### src/rtl/stack_seq.sv
// rtl/stack_seq.sv - PSH/PUL stack sequencer; optional PC load port under STACK_SEQ_NEWPC_EN
module stack_seq (
  input  logic        clk_in,
  input  logic        reset_n,
  input  logic        start,
  input  logic        pull,
  input  logic        use_s,
  input  logic [7:0]  postbyte,
  input  logic [15:0] reg_su,
  input  logic [15:0] path_left_data,
  input  logic [7:0]  mem_data_i,
  input  logic        mem_ready,
  output logic [3:0]  path_left_addr,
  output logic        mem_req,
  output logic        mem_we,
  output logic [15:0] mem_addr,
  output logic [7:0]  mem_data_o,
  output logic        dec_su,
  output logic        inc_su,
  output logic        write_reg,
  output logic [3:0]  write_reg_addr,
  output logic [15:0] data_w,
  output logic        busy,
`ifdef STACK_SEQ_NEWPC_EN
  output logic        done,
  output logic        write_pc,
  output logic [15:0] new_pc
`else
  output logic        done
`endif
);

  typedef enum logic [2:0] {IDLE, SEL, DEC, WR, RD, INC, DONE} state_t;

  state_t      state_q;
  state_t      state_d;
  logic [7:0]  mask_q;
  logic        pull_q;
  logic [2:0]  bit_q;
  logic        byte_q;
  logic [7:0]  hi_q;
  logic [7:0]  lo_q;

  logic        sel_found;
  logic [2:0]  sel_bit;
  logic [3:0]  cur_code;
  logic        is_wide;
  logic        last_byte;
  logic [15:0] pulled_val;
`ifdef STACK_SEQ_NEWPC_EN
  logic        is_pc;
`endif

  // Register code for a postbyte bit; the U/S slot names the other stack
  function automatic logic [3:0] reg_code(input logic [2:0] b, input logic s);
    case (b)
      3'd7:    reg_code = 4'd5;
      3'd6:    reg_code = s ? 4'd3 : 4'd4;
      3'd5:    reg_code = 4'd2;
      3'd4:    reg_code = 4'd1;
      3'd3:    reg_code = 4'd11;
      3'd2:    reg_code = 4'd9;
      3'd1:    reg_code = 4'd8;
      default: reg_code = 4'd10;
    endcase
  endfunction

  // Bits 7..4 are the 16-bit registers; the low byte goes out first on push,
  // the high byte comes in first on pull, so byte_q=1 always means "second byte"
  assign cur_code   = reg_code(bit_q, use_s);
  assign is_wide    = bit_q[2];
  assign last_byte  = !is_wide || byte_q;
  assign pulled_val = is_wide ? {hi_q, lo_q} : {8'h00, lo_q};
`ifdef STACK_SEQ_NEWPC_EN
  assign is_pc      = (bit_q == 3'd7);
`endif

  // Next register to serve: push walks PC..CC (high bit first), pull CC..PC
  always_comb begin
    sel_found = 1'b0;
    sel_bit   = 3'd0;
    if (pull_q) begin
      for (int i = 7; i >= 0; i--) begin
        if (mask_q[i]) begin
          sel_found = 1'b1;
          sel_bit   = 3'(i);
        end
      end
    end else begin
      for (int i = 0; i < 8; i++) begin
        if (mask_q[i]) begin
          sel_found = 1'b1;
          sel_bit   = 3'(i);
        end
      end
    end
  end

  // State register
  always_ff @(posedge clk_in or negedge reset_n) begin
    if (!reset_n) begin
      state_q <= IDLE;
    end else begin
      state_q <= state_d;
    end
  end

  // Operand latches: mask, direction, current register/byte and pulled bytes
  always_ff @(posedge clk_in or negedge reset_n) begin
    if (!reset_n) begin
      mask_q <= 8'h00;
      pull_q <= 1'b0;
      bit_q  <= 3'd0;
      byte_q <= 1'b0;
      hi_q   <= 8'h00;
      lo_q   <= 8'h00;
    end else begin
      case (state_q)
        IDLE: begin
          if (start) begin
            mask_q <= postbyte;
            pull_q <= pull;
            byte_q <= 1'b0;
            hi_q   <= 8'h00;
            lo_q   <= 8'h00;
          end
        end
        SEL: begin
          if (sel_found) begin
            bit_q           <= sel_bit;
            mask_q[sel_bit] <= 1'b0;
            byte_q          <= 1'b0;
          end
        end
        WR: begin
          if (mem_ready && !last_byte) begin
            byte_q <= 1'b1;
          end
        end
        RD: begin
          if (mem_ready) begin
            if (is_wide && !byte_q) begin
              hi_q <= mem_data_i;
            end else begin
              lo_q <= mem_data_i;
            end
          end
        end
        INC: begin
          if (!last_byte) begin
            byte_q <= 1'b1;
          end
        end
        default: begin
        end
      endcase
    end
  end

  // Next state and outputs, all decoded from the current state and latches
  always_comb begin
    state_d        = state_q;
    path_left_addr = 4'h0;
    mem_req        = 1'b0;
    mem_we         = 1'b0;
    mem_addr       = 16'h0000;
    mem_data_o     = 8'h00;
    dec_su         = 1'b0;
    inc_su         = 1'b0;
    write_reg      = 1'b0;
    write_reg_addr = 4'h0;
    data_w         = 16'h0000;
    busy           = 1'b0;
    done           = 1'b0;
`ifdef STACK_SEQ_NEWPC_EN
    write_pc       = 1'b0;
    new_pc         = 16'h0000;
`endif
    case (state_q)
      IDLE: begin
        if (start) begin
          state_d = SEL;
        end
      end
      SEL: begin
        busy = 1'b1;
        if (!sel_found) begin
          state_d = DONE;
        end else if (pull_q) begin
          state_d = RD;
        end else begin
          state_d = DEC;
        end
      end
      DEC: begin
        busy    = 1'b1;
        dec_su  = 1'b1;
        state_d = WR;
      end
      WR: begin
        busy           = 1'b1;
        mem_req        = 1'b1;
        mem_we         = 1'b1;
        mem_addr       = reg_su;
        path_left_addr = cur_code;
        mem_data_o     = (is_wide && byte_q) ? path_left_data[15:8] : path_left_data[7:0];
        if (mem_ready) begin
          state_d = last_byte ? SEL : DEC;
        end
      end
      RD: begin
        busy     = 1'b1;
        mem_req  = 1'b1;
        mem_addr = reg_su;
        if (mem_ready) begin
          state_d = INC;
        end
      end
      INC: begin
        busy   = 1'b1;
        inc_su = 1'b1;
        if (last_byte) begin
`ifdef STACK_SEQ_NEWPC_EN
          if (is_pc) begin
            write_pc = 1'b1;
            new_pc   = pulled_val;
          end else begin
            write_reg      = 1'b1;
            write_reg_addr = cur_code;
            data_w         = pulled_val;
          end
`else
          write_reg      = 1'b1;
          write_reg_addr = cur_code;
          data_w         = pulled_val;
`endif
          state_d = SEL;
        end else begin
          state_d = RD;
        end
      end
      DONE: begin
        done    = 1'b1;
        state_d = IDLE;
      end
      default: begin
        state_d = IDLE;
      end
    endcase
  end

endmodule

### config.mk
export PLATFORM = sky130hd
export DESIGN_NAME = stack_seq
export DESIGN_NICKNAME = d
export VERILOG_FILES = /design/src/rtl/stack_seq.sv
export SDC_FILE = /design/constraint.sdc
export NUM_CORES = 1
export LEC_CHECK = 0
export ABC_AREA = 0
export CORE_UTILIZATION = 37
export DETAILED_ROUTE_END_ITERATION = 7
export PLACE_DENSITY_LB_ADDON = 0.25
export REMOVE_ABC_BUFFERS = 1
export SLEW_MARGIN = 15
export SYNTH_ARGS = -nofsm -noshare
export SYNTH_HDL_FRONTEND = slang
export SYNTH_SLANG_ARGS = --single-unit
### constraint.sdc
create_clock -name clk_in -period 1.4 [get_ports clk_in]
set_clock_uncertainty 0.05 [all_clocks]
set_input_delay 0.21 -clock clk_in [delete_from_list [all_inputs] [get_ports clk_in]]
set_output_delay 0.21 -clock clk_in [all_outputs]
set_load 0.005 [all_outputs]
# Word-level counts from Yosys, hierarchy flattened
# Cells that the tools add are included.
# word_totals
reg_bits	32
input_bits	54
wordCells	130
# op_classes
n_mux	77
n_eq_ne	21
bitwise_logic	2
order_cmp	2
n_reduce_logical	21
# op_table
op	n
$mux 8	9
$mux 3	22
$mux 16	4
$pmux 8 s2	3
$mux 1	31
$pmux 4 s7	1
$eq 3x3->1 const B	7
$pmux 3 s6	1
$ne 2x2->1 const B	8
$eq 3x2->1 const B	4
$mux 4	3
$and 8x8->8	1
$not 8->8	1
$reduce_and 4->1	2
$eq 3x1->1 const B	2
$reduce_and 3->1	2
$reduce_and 5->1	1
$reduce_or 5->1	1
$logic_and 1x1->1	4
$lt 3x4->1 const B	1
$pmux 1 s4	1
$reduce_and 2->1	2
$reduce_bool 2->1	2
$reduce_bool 4->1	1
7 further kinds	9

# Depth between registers and ports, before layout
# depth
ltp_word	17
ltp_mapped	7

# Worst setup path after synthesis
# No wires, ideal clock.
# synth_timing
path_kind	register -> output
from	register state_q[1]
to	output port mem_addr[0]
n_path_buf	3
arrival_ps	1277
setup_slack_ps	-137
path_stages_with_launch	8
required_ps	1140
path_cell_list	dfrtp_1 -> buf_2 -> nor2_2 -> and2_1 -> buf_4 -> nor2_4 -> buf_2 -> nor2b_1
# synth_between
elab_chain_cells	3
# synth_lines
element	line_no	text
start: declaration	35	state_t state_q;
start signal: assignment	104	state_q <= state_d;
$eq 3x3->1 / $eq 3x2->1 (equally long branches)	179	case (state_q)
$reduce_or 2->1 (no line) (*)	n/a	
$mux 16 (*)	179	
end: declaration	16	output logic [15:0] mem_addr,
# Every way passes the cells marked *; elsewhere a longest branch is shown, timed or not.

# Worst setup path after layout
# layout_timing
from	register state_q[2]
to	register byte_q
# layout_between
elab_chain_cells	3
# layout_lines
element	line_no	text
$eq 3x3->1 (tied with other cells)	118	case (state_q)
$reduce_bool 4->1 (no line) / $ne 2x2->1 (equally long branches)	n/a	
$reduce_and 5->1 (no line)	n/a	
end signal: assignment	114	byte_q <= 1'b0;
end signal: assignment	123	byte_q <= 1'b0;
end signal: assignment	132	byte_q <= 1'b0;
end: declaration	40	logic byte_q;
# Parallel ways exist; a longest one is shown, timed or not.
# A chain may end at the register's enable or synchronous reset.

==> impl_metrics.json <==
{
  "status": "complete, but fails checks",
  "violations": "negative setup slack",
  "die_area_um2": 6150,
  "cts-root-buf": "clkbuf_8",
  "area_delta_synth_final_pct": 108.6,
  "ant_nets": 0,
  "ys_seq_elements": 32,
  "top_usage_layer": "met2",
  "port_buffers": 108,
  "io_pins": 109,
  "clock-sinks": 32,
  "hold_class": "input port to asynchronous set/reset pin",
  "std_cell_rows": 27,
  "core_area_um2": 5574,
  "setup_viol": 86,
  "synth-simple-area-share_pct": 33.58,
  "period_needed_ns": 1.876,
  "fin_area_um2": 4507,
  "die_w_um": 78.42,
  "path_cells": "buf_6 > buf_6 > buf_4 > nor2b_4 > buf_4 > a21oi_1 > nor3_2 > nor3_2",
  "clock_path_buffers": 2,
  "clk_pin_slew_ns": 0.08,
  "worstSetupStartpointType": "register",
  "grt.met3_usage_pct": 6.628,
  "routed_via_density": 5.759,
  "endpoint_kind": "register",
  "synth_area_um2": 2161,
  "crit_arrival_ns": 2.03,
  "netSwitchingPower_w": 0.004671,
  "yosysSeqAreaShare_pct": 37.06,
  "cap_violations": 0,
  "routedWlPerCell_um": 20.12,
  "ys_warn_count": 0,
  "clockPowerShare_pct": 8.0,
  "p_seq_share_pct": 17.8,
  "place_area_um2": 3631,
  "final_nets": 512,
  "instances_no_fill": 532,
  "p_sw_share_pct": 47.86,
  "p_int_w": 0.005089,
  "synthMuxAreaShare_pct": 5.153,
  "antenna_found_initial": 1,
  "grt_max_degree": 33,
  "synth_top_family_by_area": "simple AND/OR/NAND/NOR gates",
  "cts_tree": "built",
  "tightest_slew_ns": 0.3782,
  "synthAdderAreaFrac_pct": 0,
  "drt_iter0_drc": 207,
  "setup_tns_ns": -30.49,
  "drt_pass1_iterations": 6,
  "drive_gt1_share_pct": 55.99,
  "die_h_um": 78.42,
  "grt_usage_pct": 30.33,
  "finalWirelength_um": 10700,
  "cts-hold-fix-buffers": 0,
  "powerDensity_nw_per_um2": 2166,
  "gr-usage-met2_pct": 53.07,
  "grt_pass1_wl_um": 14030,
  "cpMaxStageDelayCell": "dfrtp_1",
  "synth_cell_types": 39,
  "htreeDepth": 2,
  "gp_congestion": 0.8621,
  "start_util_pct": 38.77,
  "rsz0062_at_grt": "true",
  "cp_max_fo": 4,
  "synth_compound_area_share_pct": 16.79,
  "grt_pass1_vias": 2783,
  "drc": 0,
  "max_freq_mhz": 532.9,
  "met1_usage_pct": 34.33,
  "place_inst": 487,
  "avgSynthCellArea_um2": 7.635,
  "cts_buffers": 5,
  "max_stage_delay_ns": 0.43,
  "slew_headroom_pct": 74.70,
  "p_leak_nw": 2.118,
  "peakVddDrop_v": 0.001305,
  "synth_xor_area_share_pct": 0.4053,
  "globalRouteOverflowTotal": 0,
  "dp_hpwl_um": 5374,
  "worstPathRequired_ns": 1.55,
  "final-max-slew-violation-count": 0,
  "fin_ws_ns": -0.4764,
  "hold_viol_final": 0,
  "p_comb_share_pct": 74.2,
  "period_share_pct": 134.0,
  "worstSkewPairLatency_ns": 0.30,
  "vias": 3064,
  "fillers": 320,
  "syn_inst": 283,
  "critPathKind": "register to register"
}
metrics by stage:
step	total power [W]	util, %	hold slack [ns]	setup WS, ns
3_3_place_gp	0.006201	65.14	0.4078	-0.4484
6_report	0.009760	80.85	0.2208	-0.4764
4_1_cts	0.008135	74.95	0.2467	-0.4174
3_5_place_dp	0.006296	65.14	0.4144	-0.5005
2_1_floorplan	0.003701	-	-0.1356	-0.3551
5_1_grt	0.01016	80.85	0.2321	-0.5188
placed cells by master (no fill, tap or decap), types with 7 or more instances in the layout:
cell / netlist / routed
a21oi_1: 24 / 10
a21oi_2: 0 / 13
buf_12: 0 / 9
buf_2: 7 / 44
buf_4: 4 / 44
buf_6: 0 / 29
clkdlybuf4s50_1: 0 / 53
dfrtp_1: 32 / 25
dfrtp_2: 0 / 7
inv_1: 15 / 11
mux2i_1: 10 / 10
nand2_1: 41 / 26
nand2_4: 0 / 9
nand3_1: 18 / 10
nand3_2: 0 / 8
nor2_1: 23 / 16
nor2b_1: 19 / 12
nor2b_4: 0 / 8
nor3_2: 0 / 7
nor3_4: 1 / 7
o21ai_2: 1 / 13
repair_timing:
action | in CTS | in global routing
setup buffers | 31 | 16
gates resized for setup | 300 | 116
cloned | 3 | 0
setup endpoints to repair | 84 | 87
pin swaps | 37 | 27
kinds of logic after synthesis:
kind of cell    after synthesis
xor+xnor                      1
compound gates               64
buf+inv                      34
flops                        32
mux                          11
simple gates                141
sequential cells by signal, summed over array words and instances (netlist names):
name / count
byte_q: 1
hi_q: 8
lo_q: 8
mask_q: 8
state_q: 3
bit_q: 3
pull_q: 1
power by group through the flow:
stage                     sequential [W]  combinational (W)  clock [W]
after floorplan                  0.00173            0.00197          0
final                            0.00174            0.00724   0.000781
after global routing             0.00178            0.00756   0.000818
after global placement           0.00159            0.00461          0
after detailed placement         0.00161            0.00469          0
after CTS                        0.00161            0.00578   0.000752
cell type report:
type                            instances  area [um^2]  share of cell area [%]
Antenna cell                            1        2.502                 0.05552
Clock buffer                            8        90.09                   1.999
Inverter                               16        67.56                   1.499
Multi-Input combinational cell        218         1799                   39.92
Sequential cell                        32        809.5                   17.96
Tap cell                               72        90.09                   1.999
Timing Repair Buffer                  185         1648                   36.56
cells in the mapped netlist (all sizes together):
master	count	area share (%)
xor2	1	0.41
o21ai	23	5.5
mux2i	10	4.6
dfrtp	32	37
or2	1	0.29
nand2b	2	0.58
nand3	18	4.2
nor2b	21	6.3
nor4	2	1.6
buf	11	3.0
clkbuf	7	1.2
nor2	25	4.8
a22oi	1	0.35
o31ai	4	1.4
o211ai	1	0.35
nor3b	1	0.35
nor3	15	4.0
inv	16	2.8
and3	9	2.6
a21oi	24	5.6
mux2	1	0.52
a21o	1	0.35
o211a	1	0.46
and2b	1	0.35
and2	3	0.87
a22o	1	0.41
a31oi	7	2.0
a221oi	1	0.41
nand2	43	7.7
worst max-delay path: cells and delay by family (launching register included):
kind / cells / cell delay [ns]
AO/OA/AOI/OAI: 1 / 0.30
buffers and inverters: 4 / 0.53
flip-flops: 1 / 0.43
AND/OR/NAND/NOR: 3 / 0.47
final timing paths:
kind / end / depth (start not counted) / startpoint / slack [ns]
hold reg to reg: lo_q[4] / 2 / lo_q[4] / 0.46
setup / recovery: byte_q / 8 / state_q[2] / -0.48
setup reg to reg: byte_q / 8 / state_q[2] / -0.48
max in group asynchronous: state_q[0] / 2 / reset_n / 0.87
min in group clk_in: mask_q[1] / 3 / postbyte[1] / 0.46
hold / removal: lo_q[2] / 2 / reset_n / 0.22
per-layer routing:
| metal | part of all wire, % | vias up | routed length (um) |
|---|---|---|---|
| li1 | - | 1328 | - |
| met5 | 0 | - | 0 |
| met1 | 36 | 1475 | 3875 |
| met2 | 49 | 213 | 5270 |
| met3 | 9.0 | 48 | 966 |
| met4 | 5.5 | 0 | 590 |
Note: power is estimated with default switching activity, not from simulation.
